==> src/rtl/s_pea_out_collector.sv <==
// Output collector for the bottom PE row: packs one result per enabled lane into a row word,
// buffers rows in a small FIFO and streams them out with a last flag over a valid/ready port.
module s_pea_out_collector #(
    parameter int N_BITS  = 32,
    parameter int N_LANES = 4,
    parameter int DEPTH   = 4,
    parameter int LEN_W   = 16
) (
    input  logic                      clk_i,
    input  logic                      rst_n_i,
    input  logic                      start_i,
    input  logic [LEN_W-1:0]          cfg_len_i,
    input  logic [N_LANES-1:0]        lane_en_i,
    input  logic [N_LANES*N_BITS-1:0] pe_res_i,
    input  logic [N_LANES-1:0]        pe_valid_i,
    output logic                      pea_ready_o,
    output logic [N_LANES*N_BITS-1:0] m_data_o,
    output logic                      m_valid_o,
    output logic                      m_last_o,
    input  logic                      m_ready_i,
    output logic                      busy_o,
    output logic                      done_o,
    output logic [LEN_W-1:0]          beats_o
);

    localparam int ROW_W = N_LANES * N_BITS;
    localparam int PTR_W = (DEPTH > 1) ? $clog2(DEPTH) : 1;
    localparam int CNT_W = $clog2(DEPTH + 1);
    localparam logic [CNT_W-1:0] DEPTH_C   = CNT_W'(DEPTH);
    localparam logic [PTR_W-1:0] PTR_MAX_C = PTR_W'(DEPTH - 1);

    typedef enum logic [1:0] {
        ST_IDLE  = 2'd0,
        ST_RUN   = 2'd1,
        ST_DRAIN = 2'd2,
        ST_DONE  = 2'd3
    } state_e;

    state_e             state_q, state_d;
    logic [LEN_W-1:0]   len_q, len_d;
    logic [LEN_W-1:0]   beats_q, beats_d;
    logic [N_LANES-1:0] mask_q, mask_d;
    logic [ROW_W-1:0]   mem_q [DEPTH];
    logic [ROW_W-1:0]   mem_d [DEPTH];
    logic [DEPTH-1:0]   last_q, last_d;
    logic [PTR_W-1:0]   wr_ptr_q, wr_ptr_d;
    logic [PTR_W-1:0]   rd_ptr_q, rd_ptr_d;
    logic [CNT_W-1:0]   count_q, count_d;

    logic               accept_s;
    logic               push_s;
    logic               pop_s;
    logic               is_last_s;
    logic [ROW_W-1:0]   row_s;

    // Ready depends only on registered state and count, so a full FIFO blocks pushes even on a pop.
    assign pea_ready_o = (state_q == ST_RUN) && (count_q < DEPTH_C);
    assign accept_s    = pea_ready_o && ((pe_valid_i & mask_q) == mask_q);
    assign push_s      = accept_s;
    assign pop_s       = m_valid_o && m_ready_i;
    assign is_last_s   = (beats_q == (len_q - LEN_W'(1)));

    assign m_valid_o = (count_q != {CNT_W{1'b0}});
    assign m_data_o  = m_valid_o ? mem_q[rd_ptr_q] : {ROW_W{1'b0}};
    assign m_last_o  = m_valid_o ? last_q[rd_ptr_q] : 1'b0;
    assign busy_o    = (state_q != ST_IDLE);
    assign done_o    = (state_q == ST_DONE);
    assign beats_o   = beats_q;

    // Row packing: disabled lanes are forced to zero.
    always_comb begin
        row_s = {ROW_W{1'b0}};
        for (int i = 0; i < N_LANES; i++) begin
            if (mask_q[i]) begin
                row_s[i*N_BITS +: N_BITS] = pe_res_i[i*N_BITS +: N_BITS];
            end else begin
                row_s[i*N_BITS +: N_BITS] = {N_BITS{1'b0}};
            end
        end
    end

    // Transfer sequencing: next state, latched configuration and beat counter.
    always_comb begin
        state_d = state_q;
        len_d   = len_q;
        mask_d  = mask_q;
        beats_d = beats_q;
        case (state_q)
            ST_IDLE: begin
                if (start_i) begin
                    len_d   = cfg_len_i;
                    mask_d  = lane_en_i;
                    beats_d = {LEN_W{1'b0}};
                    if ((cfg_len_i == {LEN_W{1'b0}}) || (lane_en_i == {N_LANES{1'b0}})) begin
                        state_d = ST_DONE;
                    end else begin
                        state_d = ST_RUN;
                    end
                end else begin
                    state_d = ST_IDLE;
                end
            end
            ST_RUN: begin
                if (accept_s) begin
                    beats_d = beats_q + LEN_W'(1);
                    if (is_last_s) begin
                        state_d = ST_DRAIN;
                    end else begin
                        state_d = ST_RUN;
                    end
                end else begin
                    state_d = ST_RUN;
                end
            end
            ST_DRAIN: begin
                // The last-tagged word is always the sole entry by the time it reaches the head.
                if (pop_s && (count_q == CNT_W'(1))) begin
                    state_d = ST_DONE;
                end else begin
                    state_d = ST_DRAIN;
                end
            end
            ST_DONE: begin
                state_d = ST_IDLE;
            end
            default: begin
                state_d = ST_IDLE;
            end
        endcase
    end

    // FIFO next-state: storage write, pointer wrap and occupancy.
    always_comb begin
        mem_d    = mem_q;
        last_d   = last_q;
        wr_ptr_d = wr_ptr_q;
        rd_ptr_d = rd_ptr_q;
        count_d  = count_q;
        if (push_s) begin
            mem_d[wr_ptr_q]  = row_s;
            last_d[wr_ptr_q] = is_last_s;
            wr_ptr_d = (wr_ptr_q == PTR_MAX_C) ? {PTR_W{1'b0}} : (wr_ptr_q + PTR_W'(1));
        end else begin
            wr_ptr_d = wr_ptr_q;
        end
        if (pop_s) begin
            rd_ptr_d = (rd_ptr_q == PTR_MAX_C) ? {PTR_W{1'b0}} : (rd_ptr_q + PTR_W'(1));
        end else begin
            rd_ptr_d = rd_ptr_q;
        end
        case ({push_s, pop_s})
            2'b10:   count_d = count_q + CNT_W'(1);
            2'b01:   count_d = count_q - CNT_W'(1);
            default: count_d = count_q;
        endcase
    end

    // State registers; asynchronous reset discards FIFO contents.
    always_ff @(posedge clk_i or negedge rst_n_i) begin
        if (!rst_n_i) begin
            state_q  <= ST_IDLE;
            len_q    <= {LEN_W{1'b0}};
            mask_q   <= {N_LANES{1'b0}};
            beats_q  <= {LEN_W{1'b0}};
            last_q   <= {DEPTH{1'b0}};
            wr_ptr_q <= {PTR_W{1'b0}};
            rd_ptr_q <= {PTR_W{1'b0}};
            count_q  <= {CNT_W{1'b0}};
            for (int i = 0; i < DEPTH; i++) begin
                mem_q[i] <= {ROW_W{1'b0}};
            end
        end else begin
            state_q  <= state_d;
            len_q    <= len_d;
            mask_q   <= mask_d;
            beats_q  <= beats_d;
            last_q   <= last_d;
            wr_ptr_q <= wr_ptr_d;
            rd_ptr_q <= rd_ptr_d;
            count_q  <= count_d;
            for (int i = 0; i < DEPTH; i++) begin
                mem_q[i] <= mem_d[i];
            end
        end
    end

endmodule

==> config.mk <==
export PLATFORM = sky130hd
export DESIGN_NAME = s_pea_out_collector
export DESIGN_NICKNAME = d
export VERILOG_FILES = /design/src/rtl/s_pea_out_collector.sv
export SDC_FILE = /design/constraint.sdc
export NUM_CORES = 1
export LEC_CHECK = 0
export CAP_MARGIN = 40
export CORE_MARGIN = 1
export CORE_UTILIZATION = 25
export DETAILED_ROUTE_END_ITERATION = 10
export GPL_ROUTABILITY_DRIVEN = 0
export PLACE_DENSITY = 0.4
export REMOVE_ABC_BUFFERS = 1
export SYNTH_ARGS = -nofsm -noshare
export SYNTH_HDL_FRONTEND = slang
export SYNTH_SLANG_ARGS = --single-unit
==> constraint.sdc <==
create_clock -name clk_i -period 3.4 [get_ports clk_i]
set_input_delay 0.68 -clock clk_i [delete_from_list [all_inputs] [get_ports clk_i]]
set_output_delay 0.68 -clock clk_i [all_outputs]
set_load 0.1 [all_outputs]
Word-level counts from Yosys, hierarchy flattened
Index checks and enable logic that the tools add are counted.
{"block": "totals", "output_inout_bits": 149, "wordCells": 85, "ff_bits": 561, "input_bits": 156}
{"block": "op_classes", "add_sub_neg": 6, "mux": 29, "eq_ne": 12, "n_reduce_logical": 16, "order_cmp": 7, "bitwise": 3}
{"op": "$bwmux 512", "n": 1}
{"op": "$mux 128", "n": 4}
{"op": "$bmux 128 s2", "n": 1}
{"op": "$demux 128 s2", "n": 1}
{"op": "$mux 32", "n": 4}
{"op": "$mux 16", "n": 2}
{"op": "$pmux 16 s2", "n": 1}
{"op": "$add 16x1->16 const B", "n": 1}
{"op": "$eq 16x16->1", "n": 1}
{"op": "$logic_not 16->1", "n": 1}
{"op": "$sub 16x1->16 const B", "n": 1}
{"op": "$mux 2", "n": 6}
{"op": "$eq 2x2->1 const B", "n": 5}
{"op": "$pmux 2 s4", "n": 1}
{"op": "$ge 3x3->1 const B", "n": 2}
{"op": "$logic_and 1x1->1", "n": 6}
{"op": "$lt 2x3->1 const B", "n": 2}
{"op": "$not 2->3", "n": 2}
{"op": "$pmux 3 s2", "n": 1}
{"op": "$reduce_bool 2->1", "n": 3}
{"op": "$add 2x1->2 const B", "n": 2}
{"op": "$and 4x4->4", "n": 1}
{"op": "$bwmux 4", "n": 1}
{"op": "$eq 2x1->1 const B", "n": 2}
{"op": "17 further kinds", "n": 21}

Logic depth before layout (Yosys ltp)
Gate-level depths: netlist (run 1).
{"block": "depth", "depth_word": 6, "mapped_depth": 11, "ltp_nobuf": 9}

Worst setup path before layout (run 1)
No wires, ideal clock.
{"block": "synth_timing", "kind": "register to register", "startpoint": "register state_q[0]", "endpoint": "register count_q[2]", "setup_ns": 0.079, "path_slack_ns": -1.050, "required_ns": 3.321, "stages_incl_launch_ff": 10, "n_path_buf": 2, "period_less_slack_ns": 4.450, "arrival_time_ns": 4.371, "path_cell_list": "dfrtp_1 nor3b_1 o221a_2 and2_1 buf_2 inv_1 buf_2 ha_1 nor2_1 xor2_1"}
{"block": "synth_via", "elab_chain_len": 5, "elab_cells_between_ends": 7, "classes_between": "eq/ne: 3; mux: 1; reduce/logical: 3"}
{"item": "start, declared", "line_no": "39", "source": "state_e state_q, state_d;"}
{"item": "start signal, assigned", "line_no": "173", "source": "state_q <= state_d;"}
{"item": "$eq 2x1->1 *", "line_no": "57", "source": "assign pea_ready_o = (state_q == ST_RUN) && (count_q < DEPTH_C);"}
{"item": "$logic_and 1x1->1 *", "line_no": "57"}
{"item": "net pea_ready_o", "line_no": "16", "source": "output logic pea_ready_o,"}
{"item": "$logic_and 1x1->1 *", "line_no": "58", "source": "assign accept_s = pea_ready_o && ((pe_valid_i & mask_q) == mask_q);"}
{"item": "$eq 2x1->1 / $eq 2x2->1 (equally long branches)", "line_no": "151", "source": "case ({push_s, pop_s})"}
{"item": "$pmux 3 s2 / $reduce_bool 2->1 (equally long branches)"}
{"item": "end signal, assigned", "line_no": "168", "source": "count_q <= {CNT_W{1'b0}};"}
{"item": "end signal, assigned", "line_no": "180", "source": "count_q <= count_d;"}
{"item": "end, declared", "line_no": "48", "source": "logic [CNT_W-1:0] count_q, count_d;"}
The timed path passes the listed nets; every way through them passes the cells marked *.
A chain may end at the register's enable or synchronous reset.

Final worst setup path (run 1)
{"block": "layout_timing", "startpoint": "register rd_ptr_q[0]", "endpoint": "output m_data_o[124]"}
{"block": "layout_via", "elab_chain_len": 5}
{"item": "start, declared", "line_no": "47", "source": "logic [PTR_W-1:0] rd_ptr_q, rd_ptr_d;"}
{"item": "start signal, assigned", "line_no": "167", "source": "rd_ptr_q <= {PTR_W{1'b0}};"}
{"item": "start signal, assigned", "line_no": "179", "source": "rd_ptr_q <= rd_ptr_d;"}
{"item": "$not 2->3 (not written as such)", "line_no": "64", "source": "assign m_data_o = m_valid_o ? mem_q[rd_ptr_q] : {ROW_W{1'b0}};"}
{"item": "$bmux 128 s2", "line_no": "64"}
{"item": "$mux 128 (not written as such) (2 in a row)", "line_no": "64"}
{"item": "$mux 128", "line_no": "64"}
{"item": "end, declared", "line_no": "17", "source": "output logic [N_LANES*N_BITS-1:0] m_data_o,"}
Every way passes these cells. The select of a mux whose other input is x is not followed.

==> impl_metrics.toml, run 1 <==
[routing]
firstDrtPassIters = 5
num_vias = 18375
drtIter0Drc = 1086
totalWireLength_mm = 76.1
ant_nets = 0
drc_errors = 0
drt-vias-per-instance = 4.59
routed_wire_length_per_instance_um = 19.0

[pwr]
p_sw_mw = 17.3
power_frac_clock_pct = 19.1
pwr-share-comb_pct = 53.2
power_leakage_nw = 14.4
ir_drop_v = 0.000826
sequentialPowerShare_pct = 27.6
p_per_area_mw_per_mm2 = 1160
intPower_mw = 21.1
switching_share_pct = 45.0

[synth]
postSynthAreaPerCell_um2 = 10.4
yosysWarnings = 0
synth-xor-area-share_pct = 1.19
post-synth-top-area-cell = "dfrtp_1"
syn_inst = 2418
synthAdderAreaFrac_pct = 0.599
synth_simple_gate_area_share_pct = 16.0
muxShareOfSynthArea_pct = 11.7
synth_ff_type = "dfrtp_1"
synth_top_family_by_area = "simple AND/OR/NAND/NOR gates"
netlist.area_leader.share_pct = 56.0
synth_area_leaders = "dfrtp_1, mux4_2, nand2_1"
ys_ff_latch = 561
synth_area_mm2 = 0.0250
async_reset_ff_share_pct = 100
synth.distinct_cells = 52
ys_seq_area_share_pct = 56.0
synth_edf_count = 0
synth_compound_area_share_pct = 11.3

[critical_path]
startpoint = "rd_ptr_q[0]"
cpPeakStageDelay_ps = 580
crit_fanout = 47
rr_startpoint = "len_q[0]"
cp_data_required_time_ps = 2720
r2r_end = "state_q[0]"
rr_worst_depth = 9
reg2reg_slack_ps = 760
path_buf_inv = 2
path_delay_family = "multiplexers"
start_kind = "flop"
path_depth = 4
endpoint_kind = "primary output"
cp_cell_sequence = "buf_16 > mux4_2 > and2_1 > buf_12"
worstSetupPathType = "flop to primary output"
slowest_stage = "mux4_2"
arrival_ps = 2540

[global_routing]
antenna_found_initial = 6
grtUsageTotal_pct = 15.3
grt_pass1_wl_mm = 121
first_global_vias = 20371
grt_overflow = 0
grt_max_degree = 137

[final_layout]
nFillCells = 9873
final_area_mm2 = 0.0333
layout_commonest_cell = "nand2_1"
layout-drive-gt1-share_pct = 17.1
area_delta_synth_final_pct = 32.7
regArea_mm2 = 0.0140
stdcell_count = 4005
nets = 2833
final_cell_mix = "nand2_1, dfrtp_1, o21ai_0"
multiInputGateArea_mm2 = 0.0103

[floorplanning]
num_rows = 115
core_area_mm2 = 0.0989
ios = 305
initial_core_util_pct = 25.3
die_h_um = 319
die-area_mm2 = 0.101
die-width_um = 319

[clock_tree]
clock_latency_ps = 590
htree_levels = 3
cts.clk_slew.worst_paths_ps = 60
cts_setup_buffers = 0
numCtsBuffers = 68
cts_tree = "yes"
cts.sink_count = 561
clockRootBuffer = "clkbuf_16"
cts_buffer_depth = 3

[sta]
fmax_mhz = 310
whs_ps = 54.6
fin_crit_sh_pct = 94.8
setup_violations = 0
rsz0062_at_grt = "false"
hold_viol_final = 0
drv_slew = 0
fin_skew_ps = 17.3
period_needed_ps = 3220
tightest_slew_ps = 723
slew_headroom_pct = 51.8

[flow_run]
cap_violations = 0

[min_path]
hold_path.class = "input pin to async pin"

[place]
dp_cells = 3882
placed_area_mm2 = 0.0310
port_buffers = 304
dp.final_hpwl_mm = 47.5

[status]
status = "completed"
-- metrics by stage --
step | setup WS [ps] | utilization, % | setup TNS [ps] | power [mW]
after CTS | 19.0 | 33.6 | 0 | 39.1
final | 175 | 33.6 | 0 | 38.4
after global routing | 28.8 | 33.6 | 0 | 40.6
after global placement | 652 | 31.3 | 0 | 31.2
after detailed placement | 601 | 31.3 | 0 | 31.5
after floorplan | -4070 | - | -2465600 | 23.2
-- how the worst max path moves through the flow --
stage	slack [ps]	end
2_1_floorplan	-4070	last_q[0]
3_3_place_gp	650	m_data_o[13]
3_5_place_dp	600	mem_q[102]
4_1_cts	20	m_data_o[46]
5_1_grt	30	m_data_o[124]
6_report	180	m_data_o[124]
-- state kept, by name (all words and copies together), names as in the netlist --
register / flops
mask_q: 4
rd_ptr_q: 2
mem_q: 512
last_q: 4
count_q: 3
beats_o: 16
state_q: 2
wr_ptr_q: 2
len_q: 16
-- power groups by stage --
stage | combinational [mW] | sequential [mW] | clock [mW]
final | 20.4 | 10.6 | 7.36
after global routing | 21.7 | 11.0 | 7.93
after CTS | 20.8 | 10.6 | 7.64
after detailed placement | 20.8 | 10.8 | 0
after global placement | 20.6 | 10.6 | 0
after floorplan | 12.3 | 10.9 | 0
-- synth_stat cells (all sizes together) (2+ instances only) --
| master | count |
|---|---|
| nand2 | 715 |
| o41ai | 2 |
| nand2b | 4 |
| a21o | 2 |
| nor2b | 2 |
| dfrtp | 561 |
| and3 | 4 |
| nor3 | 9 |
| nor2 | 25 |
| ha | 12 |
| clkbuf | 142 |
| a21oi | 8 |
| mux4 | 129 |
| or2 | 2 |
| inv | 15 |
| o2111ai | 2 |
| nand4 | 7 |
| or4 | 2 |
| nor4 | 11 |
| or3 | 2 |
| o31ai | 5 |
| o21ai | 522 |
| and2 | 131 |
| buf | 41 |
| mux2 | 2 |
| nand3 | 6 |
| xor2 | 15 |
| nor4b | 4 |
| xnor2 | 19 |
-- routing by layer --
metal	share of wire, %	up-vias	GRT usage [%]
li1	-	8720	-
met1	45	9171	20.3
met3	4.2	94	2.57
met4	1.9	4	4.61
met2	49	386	25.6
met5	0.030	-	0
-- logic make-up after synthesis --
| group | Yosys count |
|---|---|
| adder cells (fa/ha/maj) | 12 |
| flip-flops | 561 |
| AO/OA/AOI/OAI | 551 |
| AND/OR/NAND/NOR | 930 |
| XOR/XNOR | 34 |
| multiplexers | 132 |
| buffers and inverters | 198 |
-- final cells by class --
| cell class | count | share of cell area, % |
|---|---|---|
| antenna | 4 | 0.0301 |
| clock buffer | 94 | 5.87 |
| clock inverter | 25 | 0.960 |
| inverter | 15 | 0.169 |
| multi-input combinational | 1659 | 30.9 |
| sequential | 561 | 42.3 |
| tap | 1287 | 4.84 |
| timing repair buffer | 360 | 15.0 |
-- what timing repair did --
item                       CTS  global route
resized for setup            1             2
hold buffers                 0             0
setup endpoints to repair    1             5
-- worst register-to-register path, stage by stage (launching register included) --
cell and delay [ps]:
dfrtp_1 450, inv_1 110, ha_1 200, nor4b_1 270, buf_4 180, or2b_1 240
xnor2_1 120, nor4b_1 370, nand4_2 250, o31a_1 350
Power figures use the tool's default switching activity.
==> run 2, diff against run 1 <==
CTS_BUF_LIST = sky130_fd_sc_hd__clkbuf_8   (was unset)
==> run 2 against run 1 <==
Combinational power about the same. Cell count increased by 1.6%. Fmax decreased by 1.6%. Hold slack improved by 420 ps. Register-to-register slack got worse by 30 ps. Sequential share of layout area increased by 0.29 points. Via count increased by 1.2%. Setup slack got worse by 52 ps. Flip-flop and latch count unchanged. Total power decreased by 2.7%.
==> impl_metrics.toml, run 2 (synthesis results as in run 1) <==
[place]
port_buffers = 304
dp.final_hpwl_mm = 47.5
dp_cells = 3882

[critical_path]
cp_data_required_time_ps = 2720
cp_cell_sequence = "buf_16 > mux4_2 > and2_1 > buf_12"
cpPeakStageDelay_ps = 550
endpoint_kind = "primary output"
arrival_ps = 2600
worstSetupPathType = "flop to primary output"
slowest_stage = "mux4_2"
start_kind = "flop"
crit_fanout = 47

[sta]
rsz0062_at_grt = "false"
fmax_mhz = 305
hold_viol_final = 0
slew_headroom_pct = 51.3
setup_violations = 0
period_needed_ps = 3280
tightest_slew_ps = 730
drv_slew = 0
fin_skew_ps = 32.8
fin_crit_sh_pct = 96.4

[final_layout]
stdcell_count = 4070
layout_commonest_cell = "nand2_1"
layout-drive-gt1-share_pct = 18.0
nets = 2872
multiInputGateArea_mm2 = 0.0103
nFillCells = 9941
area_delta_synth_final_pct = 31.8
largest_register = "mem_q"
largest_reg_flops = 512
final_cell_mix = "nand2_1, dfrtp_1, o21ai_0"
regArea_mm2 = 0.0140

[status]
status = "completed"

[clock_tree]
clock_latency_ps = 720
cts.sink_count = 561
numCtsBuffers = 102
cts_tree = "yes"
htree_levels = 3
clockRootBuffer = "clkbuf_8"
cts.clk_slew.worst_paths_ps = 60
cts_buffer_depth = 3

[global_routing]
grt_pass1_wl_mm = 122
grt_overflow = 0
first_global_vias = 20633
grt_max_degree = 137
grtUsageTotal_pct = 15.5
antenna_found_initial = 8

[pwr]
power_leakage_nw = 14.5
p_per_area_mw_per_mm2 = 1130
power_mw = 37.4
ir_drop_v = 0.000790
pwr-share-comb_pct = 55.2
power_frac_clock_pct = 16.5
switching_share_pct = 46.3
sequentialPowerShare_pct = 28.3
p_sw_mw = 17.3
intPower_mw = 20.1

[floorplanning]
ios = 305
core_area_mm2 = 0.0989
num_rows = 115
die-width_um = 319
die-area_mm2 = 0.101
initial_core_util_pct = 25.3
die_h_um = 319

[routing]
totalWireLength_mm = 76.7
ant_nets = 0
num_vias = 18600
firstDrtPassIters = 5
drtIter0Drc = 1027
routed_wire_length_per_instance_um = 18.8
highest_layer = "met5"
wl_met2_mm = 37.1
drc_errors = 0
drt-vias-per-instance = 4.57
dr_wl_met3_mm = 3.36
met1_length_mm = 34.5

[min_path]
hold_path.class = "flop to flop"

[flow_run]
cap_violations = 0
==> run 2: changes by cell type in the layout (fill, tap and decap cells not counted), moves of 3 or more <==
cell / delta
buf_4: +3
and2_1: -5
clkinv_8: -3
clkbuf_1: -13
and2_4: +5
bufinv_16: -5
clkinv_2: -8
inv_1: +42
clkbuf_16: -70
clkbuf_8: +111
==> run 2: stage by stage <==
stage          setup TNS, ps  area (um^2)  hold WS [ps]  setup WS [ps]  utilization (%)
2_1_floorplan       -2465600        24300           384          -4070                -
4_1_cts                    0        33000           431           1.48             33.4
3_3_place_gp               0        31000           456            652             31.3
3_5_place_dp               0        31000           466            601             31.3
6_report                   0        33000           472            123             33.4
5_1_grt                    0        33000           493          0.909             33.4
==> run 2: power groups by stage <==
| stage | registers (mW) | logic (mW) | clock network (mW) |
|---|---|---|---|
| after floorplan | 10.9 | 12.3 | 0 |
| after global placement | 10.6 | 20.6 | 0 |
| after detailed placement | 10.8 | 20.8 | 0 |
| after CTS | 10.6 | 21.0 | 6.44 |
| after global routing | 10.9 | 21.9 | 6.76 |
| final | 10.6 | 20.6 | 6.16 |
==> run 2: final cells by class <==
class,count,share of cell area (%)
flip-flops and latches,561,42.5
multi-input cells,1659,31.1
repair buffers,365,15.3
clock buffers,122,5.08
well taps,1287,4.88
clock inverters,55,0.826
inverters,15,0.170
diodes,6,0.0455
==> run 2: final timing paths <==
| check | depth (start not counted) | startpoint | slack, ps | end |
|---|---|---|---|---|
| setup / recovery | 4 | rd_ptr_q[0] | 120 | m_data_o[34] |
| hold / removal | 2 | mem_q[506] | 470 | mem_q[506] |
| setup reg to reg | 9 | len_q[0] | 730 | state_q[0] |
| hold reg to reg | 2 | mem_q[506] | 470 | mem_q[506] |
| max in group asynchronous | 4 | rst_n_i | 1890 | mem_q[351] |
| min in group asynchronous | 2 | rst_n_i | 520 | rd_ptr_q[1] |
==> run 2: per-layer routing <==
layer	global-route usage, %	vias to the layer above
met2	25.5	390
met3	2.79	119
met1	20.3	9284
met4	5.46	4
met5	0	-
li1	-	8803
==> run 2: timing repair <==
action,CTS,global route
setup buffers,4,0
hold buffers,1,0
endpoints found under the hold margin,33,0
setup endpoints to repair,102,4
resized for setup,9,5
==> run 2: critical path, delay by kind of cell, from the launching register on <==
| family | cells | cell delay, ps |
|---|---|---|
| muxes | 1 | 550 |
| buffers and inverters | 2 | 520 |
| DFF | 1 | 470 |
| and+or+nand+nor | 1 | 240 |
==> RTL edit, RTL diff (settings of run 1) <==
Make the reset (`rst_n_i`) synchronous in one clocked block. Comments in the files are not updated.
--- a/src/rtl/s_pea_out_collector.sv
+++ b/src/rtl/s_pea_out_collector.sv
@@ -157,5 +157,5 @@
 
     // State registers; asynchronous reset discards FIFO contents.
-    always_ff @(posedge clk_i or negedge rst_n_i) begin
+    always_ff @(posedge clk_i) begin
         if (!rst_n_i) begin
             state_q  <= ST_IDLE;
Function: differs if rst_n_i is asserted again (counterexample within 4 cycles, from zero or initial values and one cycle with rst_n_i low); with rst_n_i held inactive, the same outputs for 4 cycles.
==> RTL edit against run 1 <==
- critical path depth unchanged
- highest routed layer unchanged
- sequential cell count is the same
- cell area shrank 2.1%
- area after synthesis down 0.52%
- critical endpoint is now m_data_o[18]
- die area fell by 0.52%
- wire length up 9.6%
- worst setup slack better by 0.027 ns
Power is not compared: it rests on default switching activity, and its combinational part moved more than twofold at a synthesized area within 25%.
==> RTL edit: results <==
set metrics [dict create \
    synthFlopType "dfxtp_1" \
    ir_drop_v 0.000375 \
    top_register "mem_q" \
    synth_common_cells "nand2_1 (698), dfxtp_1 (561), a21oi_1 (419)" \
    ys_async_sr_fraction_pct 0 \
    portBuffers 304 \
    cts_root_buffer "clkbuf_16" \
    finClkSkew_ns 0.0181 \
    yosysWarnings 0 \
    htree_levels 3 \
    clock_path_buffers 3 \
    clock_latency_ns 0.61 \
    ys_top_cells_by_area "dfxtp_1 (45%), mux4_2 (12%), nand2_1 (11%)" \
    wl_per_cell_um 18.9 \
    grt_max_degree 228 \
    synthDistinctLibCells 57 \
    ys_seq_area_share_pct 45.1 \
    grt_antenna_before_repair 9 \
    ctsResizeCount 0 \
    drive_gt1_share_pct 22.9 \
    hp-class "reg2reg" \
    path_max_fanout 36 \
    hold_violations 0 \
    drtIter0Drc 1324 \
    r2r_cells 8 \
    nFillCells 10000 \
    grtUsageMet2_pct 27.8 \
    placed_area_um2 30200 \
    use_met3_pct 3.09 \
    dr.pass1.iters 6 \
    critical_path_arrival_ns 2.52 \
    grtUsageMet1_pct 20.8 \
    leakage_nw 10.7 \
    grt_pass1_vias 21800 \
    track_usage_pct 16.4 \
    clk_pin_slew_ns 0.06 \
    grt_pass1_wl_mm 129 \
    worst_pin_slew_ns 1.34 \
    cts_setup_buffers 0 \
    cts_buffers 71 \
    vias_per_cell 4.74 \
    fin_nets 3236 \
    largest_reg_flops 512 \
    hpwl_mm 48.9 \
    status "completed" \
    dp_worst_setup_slack_ns 0.321 \
    hold_depth 2 \
]
RTL edit: cell count changes after synthesis, sizes merged, moves of 87 or more:
cell | run 1 | this run
or2 | 2 | 256
a21oi | 8 | 419
dfrtp | 561 | 0
nand3 | 6 | 141
o21ai | 522 | 141
clkbuf | 142 | 229
dfxtp | 0 | 561
RTL edit: per-stage QoR:
step	std cells	total power (W)
after floorplan	2647	0.00846
after global placement	4282	0.00982
after detailed placement	4282	0.00983
after CTS	4404	0.0176
after global routing	4410	0.0180
final	4412	0.0172
RTL edit: kinds of logic after synthesis:
group	Yosys count	synth area share, %
AND/OR/NAND/NOR	1310	25.1
buffers and inverters	266	4.08
adder cells (fa/ha/maj)	12	0.603
AO/OA/AOI/OAI	583	12.2
flip-flops	561	45.1
multiplexers	131	11.7
XOR/XNOR	33	1.22
RTL edit: final timing paths:
| path | end | start | slack, ns |
|---|---|---|---|
| max | m_data_o[18] | rd_ptr_q[0] | 0.20 |
| min | mem_q[20] | mem_q[20] | 0.45 |
| max reg2reg | state_q[0] | len_q[0] | 0.54 |
| min reg2reg | mem_q[20] | mem_q[20] | 0.45 |
RTL edit: power by group:
part	total (W)	switching [W]	internal [W]
clock	0.00763	0.00294	0.00468
sequential	0.00676	0.000105	0.00666
combinational	0.00284	0.00190	0.000940
RTL edit: cell type report:
class	instances	area [um^2]	share of cell area, %
Multi-Input combinational cell	2069	12700	39.1
Sequential cell	561	11200	34.6
Timing Repair Buffer	348	4500	13.8
Clock buffer	107	2170	6.66
Tap cell	1287	1610	4.95
Clock inverter	15	196	0.604
Inverter	17	71.3	0.219
Antenna cell	8	20.0	0.0615
RTL edit: per-layer routing:
| metal | share of wire [%] | up-vias |
|---|---|---|
| met5 | 0.041 | - |
| met4 | 2.1 | 6 |
| met3 | 4.9 | 109 |
| met2 | 49 | 467 |
| met1 | 44 | 10200 |
| li1 | - | 10100 |
RTL edit: critical path: stages (launching register included):
cell and delay [ns]:
dfxtp_4 0.51, buf_12 0.32, mux4_2 0.56, and2_1 0.23, buf_4 0.25
